### config.mk
export PLATFORM = sky130hd
export DESIGN_NAME = mac_cfg_seq
export DESIGN_NICKNAME = d
export VERILOG_FILES = /design/src/rtl/mac_cfg_seq.sv
export SDC_FILE = /design/constraint.sdc
export NUM_CORES = 1
export LEC_CHECK = 0
export BUFFER_PORTS_ARGS = -buffer_cell sky130_fd_sc_hd__buf_4
export CAP_MARGIN = 10
export CORE_MARGIN = 2
export CORE_UTILIZATION = 50
export CTS_CLUSTER_DIAMETER = 150
export DETAILED_ROUTE_END_ITERATION = 10
export GPL_ROUTABILITY_DRIVEN = 0
export MAX_ROUTING_LAYER = met4
export PLACE_DENSITY = 0.88
export SETUP_SLACK_MARGIN = 0.05
export SKIP_CTS_REPAIR_TIMING = 1
export SLEW_MARGIN = 25
export SYNTH_ARGS = -nofsm -noshare
export SYNTH_HDL_FRONTEND = slang
export SYNTH_SLANG_ARGS = --single-unit
### constraint.sdc
create_clock -name clk -period 3.6 [get_ports clk]
set_input_delay 0.36 -clock clk [delete_from_list [all_inputs] [get_ports clk]]
set_output_delay 0.36 -clock clk [all_outputs]
set_load 0.01 [all_outputs]
### src/rtl/mac_cfg_seq.sv
// Avalon-MM register configuration sequencer: walks an external op table after a power-up delay
// or a start pulse. Define MAC_CFG_READBACK_EN to verify every write with a readback.
module mac_cfg_seq #(
    parameter int unsigned ADDR_W    = 8,
    parameter int unsigned DATA_W    = 32,
    parameter int unsigned N_ENTRY   = 16,
    parameter int unsigned START_DLY = 65520,
    parameter int unsigned TIMEOUT   = 1023,
    parameter int unsigned POLL_MAX  = 255,
    localparam int unsigned IDX_W    = $clog2(N_ENTRY)
) (
    input  logic              clk,
    input  logic              rst_n,
    input  logic              start,
    output logic [IDX_W-1:0]  tbl_idx,
    input  logic [2:0]        tbl_op,
    input  logic [ADDR_W-1:0] tbl_addr,
    input  logic [DATA_W-1:0] tbl_data,
    input  logic [DATA_W-1:0] tbl_mask,
    input  logic [47:0]       mac_addr,
    output logic [ADDR_W-1:0] address,
    output logic              write,
    output logic [DATA_W-1:0] writedata,
    output logic              read,
    input  logic [DATA_W-1:0] readdata,
    input  logic              waitrequest,
    output logic              busy,
    output logic              done,
    output logic              err,
    output logic [IDX_W-1:0]  err_idx,
    output logic [1:0]        err_code
);

    localparam int unsigned DLY_W     = (START_DLY > 1) ? $clog2(START_DLY) : 1;
    localparam int unsigned DLY_LAST  = (START_DLY > 0) ? START_DLY - 1 : 0;
    localparam int unsigned TO_W      = (TIMEOUT > 0) ? $clog2(TIMEOUT + 1) : 1;
    localparam int unsigned PC_W      = (POLL_MAX > 1) ? $clog2(POLL_MAX) : 1;
    localparam int unsigned POLL_LAST = (POLL_MAX > 0) ? POLL_MAX - 1 : 0;

    localparam logic [2:0] OpEnd   = 3'd0;
    localparam logic [2:0] OpWrite = 3'd1;
    localparam logic [2:0] OpRdChk = 3'd2;
    localparam logic [2:0] OpPoll  = 3'd3;
    localparam logic [2:0] OpMacLo = 3'd4;
    localparam logic [2:0] OpMacHi = 3'd5;

    typedef enum logic [2:0] {
        StWaitDly, StFetch, StWr, StRd, StCheck, StDone, StErr
    } state_e;

    state_e            state_q, state_d;
    logic [DLY_W-1:0]  dly_q;
    logic [TO_W-1:0]   to_q;
    logic [PC_W-1:0]   poll_q;
    logic [2:0]        op_q;
    logic [DATA_W-1:0] exp_q, mask_q, rdata_q, wdata_sel;
    logic [1:0]        code_d;
    logic              strobe, acc_done, tmo_hit, match, last, restart;

    assign strobe   = write | read;
    assign acc_done = strobe & ~waitrequest;
    assign tmo_hit  = strobe & waitrequest & (to_q == TO_W'(TIMEOUT));
    assign match    = ((rdata_q ^ exp_q) & mask_q) == '0;
    assign last     = tbl_idx == IDX_W'(N_ENTRY - 1);
    assign restart  = start & (state_q == StDone || state_q == StErr);

    always_comb begin
        wdata_sel = tbl_data;
        if (tbl_op == OpMacLo) begin
            wdata_sel = DATA_W'(mac_addr[31:0]);
        end else if (tbl_op == OpMacHi) begin
            wdata_sel = DATA_W'(mac_addr[47:32]);
        end
    end

    always_ff @(posedge clk or negedge rst_n) begin
        if (!rst_n) begin
            state_q <= StWaitDly;
        end else begin
            state_q <= state_d;
        end
    end

    always_comb begin
        state_d = state_q;
        code_d  = 2'b00;
        unique case (state_q)
            StWaitDly: if (dly_q == DLY_W'(DLY_LAST)) state_d = StFetch;
            StFetch: begin
                case (tbl_op)
                    OpWrite, OpMacLo, OpMacHi: state_d = StWr;
                    OpRdChk, OpPoll:           state_d = StRd;
                    default:                   state_d = StDone;
                endcase
            end
            StWr: begin
                if (tmo_hit) begin
                    state_d = StErr;
                    code_d  = 2'b10;
                end else if (acc_done) begin
`ifdef MAC_CFG_READBACK_EN
                    state_d = StRd;
`else
                    state_d = last ? StDone : StFetch;
`endif
                end
            end
            StRd: begin
                if (tmo_hit) begin
                    state_d = StErr;
                    code_d  = 2'b10;
                end else if (acc_done) begin
                    state_d = StCheck;
                end
            end
            StCheck: begin
                if (match) begin
                    state_d = last ? StDone : StFetch;
                end else if (op_q == OpPoll && poll_q != PC_W'(POLL_LAST)) begin
                    state_d = StRd;
                end else begin
                    state_d = StErr;
                    code_d  = (op_q == OpPoll) ? 2'b11 : 2'b01;
                end
            end
            StDone, StErr: if (start) state_d = StFetch;
            default: state_d = StWaitDly;
        endcase
    end

    always_comb begin
        busy = 1'b0;
        done = 1'b0;
        err  = 1'b0;
        unique case (state_q)
            StFetch, StWr, StRd, StCheck: busy = 1'b1;
            StDone:                       done = 1'b1;
            StErr:                        err  = 1'b1;
            default: ;
        endcase
    end

    always_ff @(posedge clk or negedge rst_n) begin
        if (!rst_n) begin
            dly_q     <= '0;
            to_q      <= '0;
            poll_q    <= '0;
            tbl_idx   <= '0;
            op_q      <= OpEnd;
            exp_q     <= '0;
            mask_q    <= '0;
            rdata_q   <= '0;
            address   <= '0;
            writedata <= '0;
            write     <= 1'b0;
            read      <= 1'b0;
            err_idx   <= '0;
            err_code  <= 2'b00;
        end else begin
            if (state_q == StWaitDly) dly_q <= dly_q + DLY_W'(1);
            // exp_q doubles as the readback reference, which is the write value for write ops.
            if (state_q == StFetch) begin
                op_q      <= tbl_op;
                address   <= tbl_addr;
                writedata <= wdata_sel;
                exp_q     <= wdata_sel;
                mask_q    <= tbl_mask;
                poll_q    <= '0;
            end
            if (state_q == StWr || state_q == StRd) begin
                if (!strobe) begin
                    write <= (state_q == StWr);
                    read  <= (state_q == StRd);
                    to_q  <= '0;
                end else if (!waitrequest || tmo_hit) begin
                    write <= 1'b0;
                    read  <= 1'b0;
                end else begin
                    to_q <= to_q + TO_W'(1);
                end
            end
            if (acc_done && read) rdata_q <= readdata;
            if (state_q == StCheck && !match) poll_q <= poll_q + PC_W'(1);
            if (restart) begin
                tbl_idx  <= '0;
                err_idx  <= '0;
                err_code <= 2'b00;
            end else if (state_d == StFetch && (state_q == StWr || state_q == StCheck)) begin
                tbl_idx <= tbl_idx + IDX_W'(1);
            end
            if (state_d == StErr && state_q != StErr) begin
                err_idx  <= tbl_idx;
                err_code <= code_d;
            end
        end
    end

endmodule

==> run summary <==
Status: finished clean
DRC errors left: 0
Worst-path fanout max: 6
First-pass GRT wire length: 31.2 mm
Sequential power share: 0.394
Pin count of the biggest net entering global routing: 92
Die width: 126 µm
Leakage Power: 4.88 nW
Die height: 126 µm
WP data required: 3910 ps
Vias/cell: 5.29
CP startpoint kind: register
DP Wirelength: 14.2 mm
Placed Instances: 1130
Top post-synthesis cells by area: dfrtp_1 52%, nand2_1 9.7%, mux2_2 5.4%
Core box area: 14600 µm²
Worst skew pair latency: 420 ps
Classification of the worst setup path: register to register
ANT cells: 0
Most frequent cells in the layout: 217 x buf_4, 194 x nand2_1, 156 x dfrtp_1
H-tree lvl count: 4
Critical path's top delay family: simple AND/OR/NAND/NOR gates
Total track usage: 0.258
Num CTS Buffers: 17
Post-synth EDFFs: 0
Final Setup Violations: 0
Comb pwr share: 0.368
#FFs+latches synth: 156
Worst EP arrival: 3040 ps
Synth Cell Area: 7490 µm²
Switching Fraction: 0.363
Initial core utilization: 0.514
CP Cell Sequence: ha_1 > nand3_1 > nor4_2 > nor3_1 > a2111oi_0 > and3_1 > o211ai_4 > a32o_1
Max-slew headroom: 0.422
NetSw: 2.86 mW
Row Count: 44
Most common cell after layout, fill and taps aside: buf_4
Buf/Inv on CP: 0
Synth top area share: 0.521
Routed WL: 19.7 mm
CTS tree: built
Non-Filler Instances: 1163
Post-synth ARST share: 1.00
Layout cells sized above 1: 0.306
Achievable Freq: 0.367 GHz
Slowest CP cell: nor4_2
Final period util: 0.757
PD cells: 799 nW/µm²
Area Overhead vs Synth: 31.7%
Fin area: 9870 µm²
Post-synth top flop: dfrtp_1
Nets: 1130
Number of max-cap violations: 0
Hold crit path type: input pin to asynchronous set/reset pin
Internal: 5.03 mW
Antenna Nets Post-Route: 0
Tmin final: 2720 ps
Pre-antenna DRT Iters: 5
GR Overflow Total: 0
Tightest Pin Transition: 866 ps
Top Ports: 214
IO Port Bufs: 213
Sequential area share after synthesis: 0.521
Drt wl/cell: 16.9 µm
Initial drt markers: 379
Vias in the first global route: 6139
CP Capture Type: register
CTS root buffer: clkbuf_16
Area after DPL: 9230 µm²
Post-synthesis cell count: 765
Slew Viols, Final: 0
Syn Area/Cell: 9.79 µm²
Final Skew: 5.72 ps
Via count: 6147
Total power: 7.89 mW
Yosys cell types: 53
Yosys top cell by area: dfrtp_1
RSZ-0062 raised after global routing: no
Clock power frac: 0.238
Final Hold Vio Count: 0
Maximum VDD drop: 0.434 mV
Syn_nets: 929
Setup TNS: 0 ps
Clk buf depth: 2
Filler cells: 1088
Initial antenna violation count: 0
Synth warn: 0
CTS clk-pin slew, worst paths: 60 ps
Clk sinks: 156
Die Footprint: 16000 µm²
Largest stage delay, worst path: 530 ps
## flip-flops by register name (all words and copies together) (netlist names)
signal    flops
read          1
write         1
exp_q        32
to_q         10
err_idx       4
op_q          3
address       8
mask_q       32
state_q       3
tbl_idx       4
rdata_q      32
err_code      2
poll_q        8
dly_q        16
## routing by layer
layer | up-vias | global-route usage | routed length (µm)
met5 | - | - | 0
met4 | 0 | 0.117 | 740
met3 | 44 | 0.0477 | 865
met2 | 201 | 0.394 | 9290
met1 | 2900 | 0.337 | 8770
li1 | 3002 | - | -
## power groups by stage
| stage | Sequential, mW | Combinational [mW] | Clock, mW |
|---|---|---|---|
| CTS | 3.10 | 2.91 | 1.91 |
| global route | 3.20 | 3.20 | 1.98 |
| detailed placement | 3.11 | 2.89 | 0 |
| global placement | 3.08 | 2.78 | 0 |
| finish | 3.11 | 2.90 | 1.88 |
| floorplan | 3.07 | 1.71 | 0 |
## stage by stage
step                      hold slack [ps]  utilization  worst slack [ps]
after floorplan                      64.4            -              1290
after global placement                454        0.633              1020
after detailed placement              457        0.633               985
after CTS                            49.4        0.675               914
after global routing                 80.4        0.677               765
final                                3.59        0.677               876
## synth_stat cells (all sizes together), types with 11 or more instances
master / instances
nand2: 194
dfrtp: 156
o21ai: 49
xor2: 41
mux2: 37
nor2: 37
a21oi: 33
mux2i: 26
clkbuf: 23
nor3b: 18
a22oi: 17
xnor2: 15
buf: 14
nand4: 12
inv: 11
nand3: 11
## area by class of cell
type / count / area, µm² / area share
clock buffers: 23 / 488 / 0.0494
clock inverters: 9 / 134 / 0.0136
inverters: 11 / 41.3 / 0.00418
multi-input cells: 561 / 3410 / 0.346
flip-flops and latches: 156 / 3900 / 0.395
well taps: 184 / 230 / 0.0233
repair buffers: 219 / 1660 / 0.168
## path summary, 6_finish.rpt
kind	from	endpoint	slack, ps	cells after the start
max in group asynchronous	rst_n	mask_q[27]	2510	2
min in group clk	tbl_mask[23]	mask_q[23]	130	3
setup / recovery	to_q[0]	err_code[0]	880	8
setup reg to reg	to_q[0]	err_code[0]	880	8
hold / removal	rst_n	exp_q[28]	4	1
hold reg to reg	dly_q[10]	dly_q[10]	470	1
## cell families (layout without fill, tap and decap cells)
group	count (synthesis)	count (layout)	synth area share
DFF	156	156	0.521
muxes	63	63	0.0908
buffers and inverters	48	262	0.0264
adders and majority gates	5	5	0.00835
xor gates and xnor gates	56	56	0.0655
and+or+nand+nor	316	316	0.189
AOI/OAI and AO/OA	121	121	0.0985
No activity file was read; power rests on OpenSTA's default activity.
